--- src/rtl/gcd_operand_queue_if.sv ---
// gcd_operand_queue_if: producer write channel and GCD presentation channel of the operand queue
interface gcd_operand_queue_if #(parameter int numOfBits = 5, parameter int depth = 4);
  logic [numOfBits-1:0] Wr_A, Wr_B, In_A, In_B;
  logic Wr_valid, Wr_ready, In_ready, Load_ack;
  logic [$clog2(depth):0] Count;
  logic [7:0] Drop_cnt;
  modport slave (input Wr_A, Wr_B, Wr_valid, Load_ack, output Wr_ready, In_A, In_B, In_ready, Count, Drop_cnt);
  modport master (output Wr_A, Wr_B, Wr_valid, Load_ack, input Wr_ready, In_A, In_B, In_ready, Count, Drop_cnt);
endinterface

--- src/rtl/gcd_operand_queue.sv ---
// gcd_operand_queue: circular FIFO of (A,B) pairs presented one at a time to the GCD core; GCD_ZERO_DROP_EN discards (0,0) pairs
module gcd_operand_queue #(parameter int numOfBits = 5, parameter int depth = 4) (
  input logic Clk,
  input logic rst,
  gcd_operand_queue_if.slave q
);
  localparam int PW = $clog2(depth);
  localparam int CW = PW + 1;
  typedef enum logic {IDLE, PRESENT} state_t;
  state_t st_q, st_d;
  logic [2*numOfBits-1:0] mem_q [depth];
  logic [PW-1:0] wp_q, rp_q;
  logic [CW-1:0] cnt_q, cnt_d;
  logic [numOfBits-1:0] a_q, b_q;
  logic wr_rdy, acc, zero, push, pop;
  assign wr_rdy = cnt_q != CW'(depth);
  assign q.Wr_ready = wr_rdy;
  assign q.In_A = a_q;
  assign q.In_B = b_q;
  assign q.In_ready = st_q == PRESENT;
  assign q.Count = cnt_q;
  // handshake decode, pop decision and next state; the presented pair lives outside the FIFO
  always_comb begin
    zero = 1'b0;
`ifdef GCD_ZERO_DROP_EN
    zero = q.Wr_A == '0 && q.Wr_B == '0;
`endif
    acc = q.Wr_valid && wr_rdy;
    push = acc && !zero;
    pop = st_q == IDLE && cnt_q != '0;
    st_d = pop ? PRESENT : (st_q == PRESENT && q.Load_ack) ? IDLE : st_q;
    cnt_d = cnt_q + CW'(push) - CW'(pop);
  end
  // state, pointers, occupancy, storage and output registers
  always_ff @(posedge Clk) begin
    if (rst) begin
      st_q <= IDLE;
      wp_q <= '0;
      rp_q <= '0;
      cnt_q <= '0;
      a_q <= '0;
      b_q <= '0;
    end else begin
      st_q <= st_d;
      cnt_q <= cnt_d;
      if (push) begin
        mem_q[wp_q] <= {q.Wr_A, q.Wr_B};
        wp_q <= wp_q + 1'b1;
      end
      if (pop) begin
        {a_q, b_q} <= mem_q[rp_q];
        rp_q <= rp_q + 1'b1;
      end
    end
  end
`ifdef GCD_ZERO_DROP_EN
  logic [7:0] drop_q;
  // saturating count of accepted-but-discarded (0,0) pairs
  always_ff @(posedge Clk) begin
    if (rst) drop_q <= '0;
    else if (acc && zero && drop_q != 8'hff) drop_q <= drop_q + 1'b1;
  end
  assign q.Drop_cnt = drop_q;
`else
  assign q.Drop_cnt = 8'd0;
`endif
endmodule

--- src/flat_wrapper.sv ---
// flat-port wrapper written by rule: the top's interface ports become plain ports
module gcd_operand_queue_flat 
#(parameter int numOfBits = 5, parameter int depth = 4)
  (Clk, rst, q_Wr_A, q_Wr_B, q_Wr_valid, q_Load_ack, q_Wr_ready, q_In_A, q_In_B, q_In_ready, q_Count, q_Drop_cnt);
  gcd_operand_queue_if #(.numOfBits(numOfBits), .depth(depth)) q_i ();
  input logic Clk;
  input logic rst;
  input wire logic [$bits(q_i.Wr_A)-1:0] q_Wr_A;
  input wire logic [$bits(q_i.Wr_B)-1:0] q_Wr_B;
  input wire logic [$bits(q_i.Wr_valid)-1:0] q_Wr_valid;
  input wire logic [$bits(q_i.Load_ack)-1:0] q_Load_ack;
  output wire logic [$bits(q_i.Wr_ready)-1:0] q_Wr_ready;
  output wire logic [$bits(q_i.In_A)-1:0] q_In_A;
  output wire logic [$bits(q_i.In_B)-1:0] q_In_B;
  output wire logic [$bits(q_i.In_ready)-1:0] q_In_ready;
  output wire logic [$bits(q_i.Count)-1:0] q_Count;
  output wire logic [$bits(q_i.Drop_cnt)-1:0] q_Drop_cnt;
  assign q_i.Wr_A = q_Wr_A;
  assign q_i.Wr_B = q_Wr_B;
  assign q_i.Wr_valid = q_Wr_valid;
  assign q_i.Load_ack = q_Load_ack;
  assign q_Wr_ready = q_i.Wr_ready;
  assign q_In_A = q_i.In_A;
  assign q_In_B = q_i.In_B;
  assign q_In_ready = q_i.In_ready;
  assign q_Count = q_i.Count;
  assign q_Drop_cnt = q_i.Drop_cnt;
  gcd_operand_queue #(.numOfBits(numOfBits), .depth(depth)) u_core (.Clk(Clk), .rst(rst), .q(q_i));
endmodule
--- config.mk ---
export PLATFORM = sky130hd
export DESIGN_NAME = gcd_operand_queue_flat
export DESIGN_NICKNAME = d
export VERILOG_FILES = /design/src/rtl/gcd_operand_queue_if.sv /design/src/rtl/gcd_operand_queue.sv /design/src/flat_wrapper.sv
export SDC_FILE = /design/constraint.sdc
export NUM_CORES = 1
export LEC_CHECK = 0
export BUFFER_PORTS_ARGS = -buffer_cell sky130_fd_sc_hd__buf_2
export CAP_MARGIN = 20
export CORE_UTILIZATION = 40
export DETAILED_ROUTE_END_ITERATION = 8
export PLACE_DENSITY = 0.57
export SKIP_CTS_REPAIR_TIMING = 1
export SLEW_MARGIN = 20
export SYNTH_ARGS = -nofsm -noshare
export SYNTH_HDL_FRONTEND = slang
export SYNTH_SLANG_ARGS = --single-unit
export TNS_END_PERCENT = 100
--- constraint.sdc ---
create_clock -name Clk -period 2.55 [get_ports Clk]
set_input_delay 0.3825 -clock Clk [delete_from_list [all_inputs] [get_ports Clk]]
set_output_delay 0.3825 -clock Clk [all_outputs]
set_load 0.005 [all_outputs]
==> results.toml <==
[run_status]
outcome = "complete, no violations"

[sta]
rsz0062_at_grt = "no"
tns_ps = 0
period_needed_ps = 2170
finalHoldViolCount = 0
fmax_mhz = 460
min_period_over_period = 0.852
slew_viol_final = 0
setup_viol = 0
setup_slack_ps = 377
fin_skew_ps = 3.32
tightestPinTransition_ps = 731
maxSlewHeadroom = 0.512

[floorplan]
fp.dieH_um = 79.1
die_x_um = 79.1
row_count = 27
dieArea_sq_um = 6260
core_region_area_sq_um = 5610
io-pin-count = 37
start_util = 0.424

[clock_network]
numCtsBuffers = 9
clk-insertion-delay-late_ps = 320
h-tree-depth = 3
cts_root_buffer = "clkbuf_8"
cts.path.max_buffers = 2
cts_tree = "done"
clock-sinks = 58
clk_pin_slew_ps = 60

[drt]
remaining_drc_errors = 0
vias_per_cell = 4.97
drtIter0Drc = 86
antenna_left = 0
drt-wirelength-per-cell_um = 15.1
wl_mm = 4.05
drtPass1Iterations = 4
vias = 1337

[synthesis]
syn_inst = 162
synth_top_area_cell = "edfxtp_1"
ys_seq_elements = 58
yosys_warnings = 0
yosysTopAreaCellShare = 0.505
async_reset_ff_frac = 0
synthFlopType = "edfxtp_1"
synth_area_per_cell_sq_um = 14.7
synth_common_cells = "edfxtp_1 (40), dfxtp_1 (18), a21oi_1 (13), o21ai_0 (13), nand3_1 (12)"
synth_seq_area_share = 0.656
syn_area_sq_um = 2380
synth_cell_types = 28
yosysMostFrequentCell = "edfxtp_1"
synthTopCellsByArea = "edfxtp_1 (50%), dfxtp_1 (15%), mux4_2 (5.7%)"
synth_edf_count = 40

[setup_path]
crit_path_max_fanout = 7
cpPeakStageDelay_ps = 390
path_cells = "nor3_1, nor2_1, ha_1, inv_1, ha_1, inv_1, fa_1, xor2_1, and2_1, nor3_1"
path_class = "reg2reg"
critPathCaptureType = "flop"
crit_buf_inv = 2
worstRegToRegCells = 10
required_ps = 2800
path_delay_family = "adder cells"
crit_slowest_cell = "fa_1"
cp.arrival_ps = 2420
start_kind = "flop"
crit_cells = 10

[placed_design]
dp_hpwl_mm = 2.66
dp_slack_ps = 359
placed_area_sq_um = 2530
io_buffers = 28
gp_congestion = 0.805

[global_routing]
grt_max_degree = 21
grt_overflow = 0
grt_usage = 0.152
grt_pass1_wl_mm = 6.62
grt_antenna_before_repair = 0
grt_pass1_vias = 1324

[min_path]
holdCritPathClass = "in2reg"
hold_depth = 1

[finish]
drive_above_1_share = 0.254
nFillCells = 496
num-nets-final = 214
final_core_util = 0.477
syn2layout_area_growth_pct = 12.6
n_antenna_cell = 0
stdcell_area_sq_um = 2680

[power_and_ir_drop]
power_density_nw_per_um2 = 1010
ir_worst_vdd_mv = 0.459
p_leak_nw = 0.996

[run]
drv_cap = 0
-- area by class of cell --
class	instances	area (sq um)	share of cell area
Timing Repair Buffer	30	155	0.0579
Tap cell	72	90.1	0.0336
Sequential cell	58	1560	0.583
Inverter	9	33.8	0.0126
Clock inverter	6	25.0	0.00935
Clock buffer	9	124	0.0463
Multi-Input combinational cell	85	688	0.257
-- worst register-to-register path, stage by stage (launching register included) --
cell     delay (ps)
dfxtp_1         380
nor3_1          270
nor2_1          110
ha_1            280
inv_1            60
ha_1            130
inv_1            50
fa_1            390
xor2_1          160
and2_1          160
nor3_1          120
-- metal layers --
layer	vias up	part of all wire	global-route usage
li1	645	-	-
met3	9	0.062	0.0724
met5	-	0	0
met1	639	0.46	0.191
met4	0	0.021	0.0673
met2	44	0.46	0.223
-- worst paths after layout --
path                          start                  to  slack, ps
setup / recovery  u_core.q.Count[1]   u_core.q.Count[2]        380
hold / removal            q_Wr_B[1]  u_core.mem_q[2][1]        270
setup reg to reg  u_core.q.Count[1]   u_core.q.Count[2]        380
hold reg to reg    u_core.q.In_B[3]    u_core.q.In_B[3]        470
-- state kept, by name, summed over array words and instances (netlist names) --
name and flops:
u_core.mem_q 40, u_core.q.In_A 5, u_core.q.In_B 5, u_core.q.Count 3
u_core.rp_q 2, u_core.wp_q 2, u_core.q.In_ready 1
-- metrics by stage --
step,std cells,hold slack [ps],total power [W]
after CTS,269,247,0.00276
final,269,266,0.00272
after global placement,254,461,0.00207
after floorplan,169,470,0.00189
after detailed placement,254,468,0.00211
after global routing,269,254,0.00291
-- layout by cell type, fill, tap and decap left out, drive strengths merged --
master,count
edfxtp,40
buf,30
dfxtp,18
o21ai,13
a21oi,13
nand3,12
mux4,10
inv,9
clkbuf,9
conb,8
nor2,6
ha,6
clkinv,6
and2,5
nor3,3
or3,2
nor3b,1
nor2b,1
a311oi,1
a31o,1
o21ba,1
xor2,1
fa,1
-- logic make-up (layout without fill, tap and decap cells) --
kind of cell	after synthesis	in the layout	share of synthesized area
AOI/OAI and AO/OA	29	29	0.0663
other	1	8	0.00158
and+or+nand+nor	30	30	0.0658
buffers and inverters	26	54	0.0652
DFF	58	58	0.656
adders and majority gates	7	7	0.0400
xor gates and xnor gates	1	1	0.00368
muxes	10	10	0.101
-- where the power goes --
| part | total [W] | switching, W | internal [W] |
|---|---|---|---|
| Sequential | 0.00130 | 0.000149 | 0.00115 |
| Clock | 0.000646 | 0.000317 | 0.000329 |
| Combinational | 0.000766 | 0.000381 | 0.000385 |
| Total | 0.00272 | 0.000847 | 0.00187 |
No activity file was read; power rests on OpenSTA's default activity.
